### src/rtl/imm_ext_pipe_if.sv
// -----------------------------------------------------------------------------
// imm_ext_pipe_if
// Bundle of the immediate-extension pipeline's handshake and data signals.
//
// Handshake: a beat moves across a boundary on a rising clock edge exactly
// when valid and ready are both high in the cycle before that edge. A producer
// holding valid must keep its data stable until the beat is taken. ready may
// depend combinationally on the consumer's own downstream ready, but never on
// valid of the same boundary.
//
// Signals:
//   in_valid  - upstream beat present
//   in_ready  - unit accepts the beat this cycle
//   imm       - raw immediate field (IN_W bits)
//   mode      - 00 zero-ext, 01 sign-ext, 10 upper, 11 branch offset
//   flush     - synchronous pipeline kill
//   out_valid - result valid
//   out_ready - downstream accepts result
//   y         - extended result (OUT_W bits)
//
// Modports:
//   master - the side that drives the beats and consumes results (decode/EX)
//   slave  - the extension unit itself
// -----------------------------------------------------------------------------
interface imm_ext_pipe_if #(
    parameter int IN_W  = 16,
    parameter int OUT_W = 32
);
    logic             in_valid;
    logic             in_ready;
    logic [IN_W-1:0]  imm;
    logic [1:0]       mode;
    logic             flush;
    logic             out_valid;
    logic             out_ready;
    logic [OUT_W-1:0] y;

    modport master (
        output in_valid,
        output imm,
        output mode,
        output flush,
        output out_ready,
        input  in_ready,
        input  out_valid,
        input  y
    );

    modport slave (
        input  in_valid,
        input  imm,
        input  mode,
        input  flush,
        input  out_ready,
        output in_ready,
        output out_valid,
        output y
    );
endinterface

### src/rtl/imm_ext_pipe.sv
// -----------------------------------------------------------------------------
// imm_ext_pipe
// Pipelined immediate-extension unit sitting on the decode/execute boundary.
// The raw immediate is extended combinationally according to mode and then
// carried through STAGES elastic register stages; latency equals STAGES.
//
// Ports:
//   clk   - rising-edge clock
//   rst_n - asynchronous active-low reset; clears every stage (valid and data)
//   bus   - imm_ext_pipe_if.slave: in_valid/in_ready/imm/mode/flush on the
//           input side, out_valid/out_ready/y on the output side
//
// Parameters:
//   IN_W   - immediate width, 2 <= IN_W <= OUT_W
//   OUT_W  - result width
//   STAGES - register stages, 1..4
// -----------------------------------------------------------------------------
module imm_ext_pipe #(
    parameter int IN_W   = 16,
    parameter int OUT_W  = 32,
    parameter int STAGES = 1
) (
    input  logic           clk,
    input  logic           rst_n,
    imm_ext_pipe_if.slave  bus
);

    // Reject unsupported configurations at elaboration time.
    generate
        if (STAGES < 1 || STAGES > 4 || IN_W < 2 || IN_W > OUT_W) begin : g_bad_params
            $error("imm_ext_pipe: illegal parameters IN_W=%0d OUT_W=%0d STAGES=%0d",
                   IN_W, OUT_W, STAGES);
        end
    endgenerate

    localparam int UPPER_SHIFT = OUT_W - IN_W;

    // ---------------------------------------------------------------------
    // Extension (combinational, input side)
    // ---------------------------------------------------------------------
    logic [OUT_W-1:0] zext;
    logic [OUT_W-1:0] sext;
    logic [OUT_W-1:0] ext_val;

    // The size cast keeps the operand's signedness, so the signed form
    // replicates imm's MSB and the unsigned form pads with zeros. Both work
    // unchanged when OUT_W == IN_W (no padding at all).
    assign zext = OUT_W'(bus.imm);
    assign sext = OUT_W'($signed(bus.imm));

    always_comb begin
        ext_val = zext;
        case (bus.mode)
            2'b00: ext_val = zext;
            2'b01: ext_val = sext;
            2'b10: ext_val = zext << UPPER_SHIFT;
            2'b11: ext_val = sext << 2;  // word offset; top two bits fall off
            default: ext_val = zext;
        endcase
    end

    // ---------------------------------------------------------------------
    // Elastic pipeline state
    // ---------------------------------------------------------------------
    logic [STAGES-1:0] valid_q;
    logic [STAGES-1:0] valid_d;
    logic [OUT_W-1:0]  data_q [STAGES];
    logic [OUT_W-1:0]  data_d [STAGES];
    logic [STAGES:0]   ready;

    // ready[k] = ~valid[k] | ready[k+1], unrolled with a running OR so the
    // chain has no self-referencing vector: a stage can take a beat when it
    // or any stage after it has a hole, or when the output is being drained.
    always_comb begin : ready_chain
        logic acc;
        ready         = '0;
        acc           = bus.out_ready;
        ready[STAGES] = acc;
        for (int k = STAGES - 1; k >= 0; k--) begin
            acc      = acc | ~valid_q[k];
            ready[k] = acc;
        end
    end

    always_comb begin
        valid_d = valid_q;
        data_d  = data_q;

        // Stage 0 loads from the input side.
        if (ready[0]) begin
            valid_d[0] = bus.in_valid;
            if (bus.in_valid) begin
                data_d[0] = ext_val;
            end
        end

        // Stage k+1 takes stage k's beat, or goes empty when stage k is empty
        // and stage k+1 is free to move on.
        for (int k = 0; k < STAGES - 1; k++) begin
            if (ready[k+1]) begin
                valid_d[k+1] = valid_q[k];
                if (valid_q[k]) begin
                    data_d[k+1] = data_q[k];
                end
            end
        end

        // Flush wins over every transfer. Data may go stale; with all valid
        // bits low it cannot be observed.
        if (bus.flush) begin
            valid_d = '0;
        end
    end

    always_ff @(posedge clk or negedge rst_n) begin
        if (!rst_n) begin
            valid_q <= '0;
            for (int k = 0; k < STAGES; k++) begin
                data_q[k] <= '0;
            end
        end else begin
            valid_q <= valid_d;
            data_q  <= data_d;
        end
    end

    // ---------------------------------------------------------------------
    // Outputs
    // ---------------------------------------------------------------------
    assign bus.in_ready  = ready[0];
    assign bus.out_valid = valid_q[STAGES-1];
    assign bus.y         = data_q[STAGES-1];

endmodule

### src/flat_wrapper.sv
// flat-port wrapper written by rule: the top's interface ports become plain ports
module imm_ext_pipe_flat 
#(
    parameter int IN_W   = 16,
    parameter int OUT_W  = 32,
    parameter int STAGES = 1
)
  (clk, rst_n, bus_in_valid, bus_imm, bus_mode, bus_flush, bus_out_ready, bus_in_ready, bus_out_valid, bus_y);
  imm_ext_pipe_if #(.IN_W(IN_W), .OUT_W(OUT_W)) bus_i ();
  input  logic clk;
  input  logic rst_n;
  input wire logic [$bits(bus_i.in_valid)-1:0] bus_in_valid;
  input wire logic [$bits(bus_i.imm)-1:0] bus_imm;
  input wire logic [$bits(bus_i.mode)-1:0] bus_mode;
  input wire logic [$bits(bus_i.flush)-1:0] bus_flush;
  input wire logic [$bits(bus_i.out_ready)-1:0] bus_out_ready;
  output wire logic [$bits(bus_i.in_ready)-1:0] bus_in_ready;
  output wire logic [$bits(bus_i.out_valid)-1:0] bus_out_valid;
  output wire logic [$bits(bus_i.y)-1:0] bus_y;
  assign bus_i.in_valid = bus_in_valid;
  assign bus_i.imm = bus_imm;
  assign bus_i.mode = bus_mode;
  assign bus_i.flush = bus_flush;
  assign bus_i.out_ready = bus_out_ready;
  assign bus_in_ready = bus_i.in_ready;
  assign bus_out_valid = bus_i.out_valid;
  assign bus_y = bus_i.y;
  imm_ext_pipe #(.IN_W(IN_W), .OUT_W(OUT_W), .STAGES(STAGES)) u_core (.clk(clk), .rst_n(rst_n), .bus(bus_i));
endmodule
### config.mk
export PLATFORM = sky130hd
export DESIGN_NAME = imm_ext_pipe_flat
export DESIGN_NICKNAME = d
export VERILOG_FILES = /design/src/rtl/imm_ext_pipe_if.sv /design/src/rtl/imm_ext_pipe.sv /design/src/flat_wrapper.sv
export SDC_FILE = /design/constraint.sdc
export NUM_CORES = 1
export LEC_CHECK = 0
export ABC_AREA = 1
export CORE_AREA = 3 3 65 67
export DETAILED_ROUTE_END_ITERATION = 6
export DIE_AREA = 0 0 68 70
export PLACE_DENSITY = 0.88
export SLEW_MARGIN = 15
export SYNTH_ARGS = -nofsm -noshare
export SYNTH_HDL_FRONTEND = slang
export SYNTH_SLANG_ARGS = --single-unit
### constraint.sdc
create_clock -name clk -period 1.6 [get_ports clk]
set_clock_uncertainty 0.2 [all_clocks]
set_input_delay 0.24 -clock clk [delete_from_list [all_inputs] [get_ports clk]]
set_output_delay 0.24 -clock clk [all_outputs]
set_load 0.005 [all_outputs]
==> results.md, run 1 <==
- EDFF count, synth: 0
- Fin area: ~2500 um^2
- Num Clock Sinks: 33
- GP Congestion: between 0.9 and 1
- GRT Total Usage: 0.196
- Asr flop ratio synth: 1.00
- CP Class: register to output pin
- Met2 wire length: around 2200 um
- Clock buffer count from CTS: 5
- Tmin final: roughly 1.6 ns
- Pwr/cell area: roughly 850 nW/um^2
- Fmax: about 0.63 GHz
- Share of cells above drive strength 1: 0.143
- CP Data Arrival Time: between 1 and 1.5 ns
- DRT met1 WL: 1840 um
- WL/cell: approximately 12 um
- Worst Tran Pin Value: around 0.28 ns
- Distinct cells, synth: 16
- Std cell rows: 22
- Final setup fails: 0
- Vias per cell: about 4.6
- Worst r2r src: u_core.bus.out_valid
- Clock Path Buffers: 2
- Vias in the first global route: ~1500
- Slowest-stage cell, CP: clkdlybuf4s50_1
- Status: finished clean
- Core area: roughly 3700 um^2
- Relative slew slack: 0.814
- Critical path cell sequence: clkdlybuf4s50_1
- Worst setup margin: around 0.019 ns
- Worst-path clk slew: around 0.07 ns
- Worst path required time: about 1.2 ns
- Fin crit share: 0.988
- Clk_lat worst skew: 0.29 ns
- Post-synthesis cell count: about 230
- Share of cell area taken by muxes after synthesis: 0
- Hold_buf cts: 0
- # IOs: between 50 and 60
- Global-route wire length before repair: 7000 um
- Ys flop type: dfrtp_1
- Top layer in use: met4
- CTS root buf: clkbuf_8
- Layout area overhead: 54.5%
- CTS tree: done
- Post-route DRC: 0
- Die width: roughly 68 um
- ANT nets after route: 0
- Met3 WL post-DR: between 200 and 300 um
- Die area: 4760 um^2
- Sequential fraction of the synthesis area: 0.504
- Mapped Avg Cell Area: 7.25 um^2
- Yosys top cell by area: dfrtp_1
- WL final: around 4400 um
- Ant. Diodes: 0
- Synth top area share: 0.504
- Startpoint Class: register
- Slew Limit Fails: 0
- R2R cell count: 5
- Nets: approximately 330
- Synth Register Bits: 33
- Worst reg2reg path endpoint: u_core.bus.y[21]
- Initial antenna violation count: 0
- Crit path buf inv count: 1
- CP delay by family, top: buffers and inverters
- Number of DRC markers in iteration 0: 98
- Main combinational cell family by area after synthesis: simple AND/OR/NAND/NOR gates
- Count leader, synth: nand2_1
- Die Height: around 70 um
- Mapped cell area: 1640 um^2
- Class of the worst hold path: primary input to asynchronous set/reset pin
- Crit path capture type: output pin
- FF-to-FF setup slack: about 0.26 ns
- Adder-Cell Fraction of Synth Area: 0
- Max-cap violations: 0
- Area fraction in compound gates after synthesis: 0.0222
- Max incr delay on CP: about 0.50 ns
- Hold WS: 0.113 ns
- Post-Synth XOR/XNOR Area: 0
- Critical Path Fanout Max: 2
- Synth cell count leaders: nand2_1 (157), dfrtp_1 (33), nand2_2 (6), nor2_1 (6), buf_4 (4)
- CP Launch Point: u_core.bus.y[30]
- Final Hold Viols: 0
- Syn. warnings: 0
- Largest net degree at the start of global routing: 34
- Syn nets: around 250
- GRT overflow: 0
- Area contributors post-synth: dfrtp_1 (50%), nand2_1 (36%), nand2_2 (2.3%)
- Dpl cell area: 2300 um^2
- Starting density of the core: 0.444
- Detailed-route via count: 1641
- Simple-Gate Fraction of Synth Area: 0.413
- Leakage Power: roughly 1.6 nW
- H-tree level count: 2
- Input/output buffers: 56
- Post-Place Setup Slack: -0.151 ns
- HPWL Detailed: 3050 um
- IR drop worst, VDD: around 0.00063 V
- Initial DRT Pass Iterations: 4
## metrics by stage
step                      setup TNS (ns)  utilization  instances  power [W]
after floorplan                        0            -        226    0.00120
after global placement            -0.570        0.624        334    0.00153
after detailed placement           -1.47        0.624        334    0.00154
after CTS                              0        0.655        347    0.00216
after global routing             -0.0281        0.686        355    0.00228
final                                  0        0.686        355    0.00215
## placed cells by master (no fill, tap or decap), types with 2 or more instances in the layout
cell	instances
buf_12	2
buf_4	24
clkbuf_8	5
clkdlybuf4s50_1	27
clkinv_2	2
dfrtp_1	33
dlygate4sd2_1	7
dlymetal6s2s_1	22
inv_1	3
inv_2	3
nand2_1	157
nand2_2	6
nand3_1	3
nor2_1	6
o21ai_0	2
## timing repair
| item | in CTS | in global routing |
|---|---|---|
| hold endpoints to repair | 0 | 0 |
| setup buffers | 5 | 8 |
| setup endpoints to repair | 10 | 24 |
| gates resized for setup | 7 | 22 |
| pin swaps | 0 | 0 |
## sequential cells by signal (all words and copies together), names as in the netlist
register,cells
u_core.bus.y,32
u_core.bus.out_valid,1
## how the worst max path moves through the flow
stage               cells past startpoint                to  slack, ns
floorplan                               5  u_core.bus.y[22]       0.36
CTS                                     1         bus_y[17]      0.001
detailed placement                      4      bus_in_ready      -0.15
finish                                  1         bus_y[30]       0.02
global route                            1         bus_y[30]      -0.03
global placement                        4      bus_in_ready      -0.14
## layout make-up
class / instances / area (um^2)
well taps: 48 / 60.1
fillers: 304 / 1160
flip-flops and latches: 33 / 826
clock inverters: 2 / 10.0
repair buffers: 82 / 827
inverters: 6 / 22.5
multi-input cells: 178 / 712
clock buffers: 6 / 72.6
## kinds of logic after synthesis
| kind of cell | Yosys count |
|---|---|
| compound gates | 5 |
| flops | 33 |
| simple gates | 173 |
| buf+inv | 15 |
## routing by layer
metal / up-vias / GRT usage
met4: 0 / 0.0728
li1: 836 / -
met1: 747 / 0.255
met5: - / 0
met2: 51 / 0.313
met3: 7 / 0.0418
## power by group
group | total [W] | leakage [nW] | switching [W] | internal [W]
Combinational | 0.000560 | 1.18 | 0.000243 | 0.000317
Sequential | 0.000980 | 0.418 | 0.0000496 | 0.000931
Clock | 0.000607 | 0.0450 | 0.000306 | 0.000301
Total | 0.00215 | 1.64 | 0.000599 | 0.00155
No activity file was read; power rests on OpenSTA's default activity.
==> inputs of run 2 (changes only) <==
--- a/config.mk
+++ b/config.mk
@@ -6,10 +6,11 @@
 export NUM_CORES = 1
 export LEC_CHECK = 0
 export ABC_AREA = 1
-export CORE_AREA = 3 3 65 67
+export CORE_AREA = 3 3 62 64
 export DETAILED_ROUTE_END_ITERATION = 6
-export DIE_AREA = 0 0 68 70
-export PLACE_DENSITY = 0.88
+export DIE_AREA = 0 0 65 67
+export DONT_BUFFER_PORTS = 1
+export PLACE_DENSITY_LB_ADDON = 0.15
 export SLEW_MARGIN = 15
 export SYNTH_ARGS = -nofsm -noshare
 export SYNTH_HDL_FRONTEND = slang
==> results.md, run 2 (synthesis results as in run 1) <==
- Status: finished with violations
- Failing checks: negative hold slack
- Grt peak-use layer: met2
- Max-cap violations: 0 (unchanged)
- Layout area overhead: 26.7%
- Die area: 4360 um^2 (-8.5%)
- Unrepaired setup endpoints after global routing: no
- Fillcell total: 324 (+6.6%)
- Number of DRC markers in iteration 0: 140 (+43%)
- GRT overflow: 0 (unchanged)
- Commonest non-fill, non-tap cells in the layout: nand2_1 (156), dfrtp_1 (33), dlygate4sd3_1 (29)
- WL final: 4360 um (-0.27%)
- Crit path capture type: register
- CP most frequent cell: nand2_1
- Die Height: 67 um (-4.3%)
- Fin crit share: 0.981 (-0.00741)
- Slew Limit Fails: 0 (unchanged)
- Slowest-stage cell, CP: dlygate4sd3_1
- CP Data Arrival Time: 1.62 ns (+0.48 ns)
- CP Class: primary input to register
- Leakage Power: 1.17 nW (-29%)
- Global-route wire length before repair: 7260 um (+3.7%)
- Post-CTS Setup Bufs: 0 (-5)
- Max incr delay on CP: 0.59 ns (+0.09 ns)
- Vias per cell: 4.99 (+7.9%)
- CTS tree: done
- Hold WS: -0.00441 ns (-0.118 ns)
- Clk_lat worst skew: 0.34 ns (+0.05 ns)
- Met2 Use GR: 0.359 (+0.0462)
- Critical path cell sequence: dlygate4sd3_1, nand2_2, nand2_1, dlygate4sd3_1, nand2_1, nand2_1
- H-tree level count: 2 (unchanged)
- IR drop worst, VDD: 0.000484 V (-23%)
- # IOs: 57 (unchanged)
- Startpoint Class: primary input
- Starting density of the core: 0.491 (+0.0468)
- Crit path buf inv count: 2 (+1)
- Pwr/cell area: 964 nW/um^2 (+14%)
- Input/output buffers: 0 (-100%)
- Clock Path Buffers: 2 (unchanged)
- WL/cell: 14.3 um (+16%)
- Clock buffer count from CTS: 5 (unchanged)
- Largest net degree at the start of global routing: 34 (unchanged)
- Post-route DRC: 0 (unchanged)
- Final Hold Viols: 1 (+1)
- Initial antenna violation count: 0 (unchanged)
- Share of cells above drive strength 1: 0.0885 (-0.0549)
- Relative slew slack: 0.695 (-0.119)
- Worst path required time: 1.65 ns (+0.49 ns)
- Critical Path Fanout Max: 3 (+1)
- Max reg flops: 32 (unchanged)
- Most common cell after layout, fill and taps aside: nand2_1
- Worst-path clk slew: 0.10 ns (+0.03 ns)
- Vias in the first global route: 1529 (+0.86%)
- Fin Setup TNS: 0 ns (unchanged)
- Detailed-route via count: 1526 (-7.0%)
- Fmax: 0.637 GHz (+0.75%)
- Std cell rows: 21 (-4.5%)
- Nets: 282 (-14%)
- Initial DRT Pass Iterations: 4 (unchanged)
- Final setup fails: 0 (unchanged)
- GR met1 Demand/Resource: 0.264 (+0.00915)
- Num Clock Sinks: 33 (unchanged)
- Die width: 65 um (-4.4%)
- Ant. Diodes: 0 (unchanged)
- GRT Total Usage: 0.221 (+0.0249)
- CP delay by family, top: buffers and inverters
- CTS root buf: clkbuf_4
- Worst Tran Pin Value: 0.456 ns (+0.178 ns)
- Met3 GRT Util: 0.0944 (+0.0526)
- Tmin final: 1.57 ns (-0.0119 ns)
- Core area: 3340 um^2 (-9.5%)
- GP Congestion: 0.872 (-4.1%)
- HPWL Detailed: 2730 um (-10%)
- ANT nets after route: 0 (unchanged)
- Class of the worst hold path: primary input to register
[run 2: cell count changes in the layout (fill, tap and decap cells not counted), moves of 4 or more]
cell / change
buf_4: -22
clkdlybuf4s50_1: -27
clkbuf_8: -4
dlymetal6s2s_1: -22
dlygate4sd3_1: +29
dlygate4sd2_1: -7
clkbuf_4: +5
[run 2: cell type report]
type / instances / area (um^2) / area share
Clock buffer: 7 / 55.1 / 0.0265
Timing Repair Buffer: 35 / 370 / 0.178
Multi-Input combinational cell: 178 / 714 / 0.344
Tap cell: 46 / 57.6 / 0.0277
Inverter: 6 / 22.5 / 0.0108
Clock inverter: 1 / 30.0 / 0.0145
Sequential cell: 33 / 826 / 0.398
[run 2: per-layer routing]
| metal | up-vias | share of wire |
|---|---|---|
| li1 | 742 | - |
| met3 | 7 | 0.083 |
| met2 | 54 | 0.49 |
| met5 | - | 0 |
| met1 | 723 | 0.41 |
| met4 | 0 | 0.014 |
[run 2: metrics by stage]
stage	cell area, um^2	cells	total power [W]	util	setup WS [ns]
after CTS	2070	306	0.00200	0.620	0.0156
after detailed placement	1650	266	0.00125	0.495	0.200
after global placement	1650	266	0.00124	0.495	0.231
after global routing	2080	306	0.00211	0.622	0.0147
final	2080	306	0.00200	0.622	0.0304
after floorplan	1640	226	0.00120	-	0.357
[run 2: worst register-to-register path, stage by stage, from the launching register on]
cell and delay (ns):
dfrtp_1 0.46, nand2_2 0.15, a21oi_1 0.07, dlygate4sd3_1 0.55
[run 2: final timing paths]
kind                                 startpoint              endpoint  slack, ns  cells after the start
max reg2reg                u_core.bus.out_valid  u_core.bus.out_valid       0.07                      3
max                                  bus_imm[7]       u_core.bus.y[9]       0.03                      6
min reg2reg                    u_core.bus.y[19]      u_core.bus.y[19]       0.32                      2
min in group asynchronous                 rst_n       u_core.bus.y[2]       0.14                      2
max in group asynchronous                 rst_n      u_core.bus.y[11]       0.88                      2
min                                 bus_mode[0]      u_core.bus.y[16]     -0.004                      5
[run 2: report_power, final]
part | switching (W) | internal (W) | leakage (nW)
registers | 0.0000812 | 0.000930 | 0.418
clock network | 0.000294 | 0.000373 | 0.0455
logic | 0.000181 | 0.000142 | 0.709
total | 0.000556 | 0.00145 | 1.17
[run 2: timing repair]
action | in CTS | in global routing
hold endpoints to repair | 66 | 3
hold buffers | 32 | 2
setup endpoints to repair | 0 | 11
resized for setup | 0 | 3
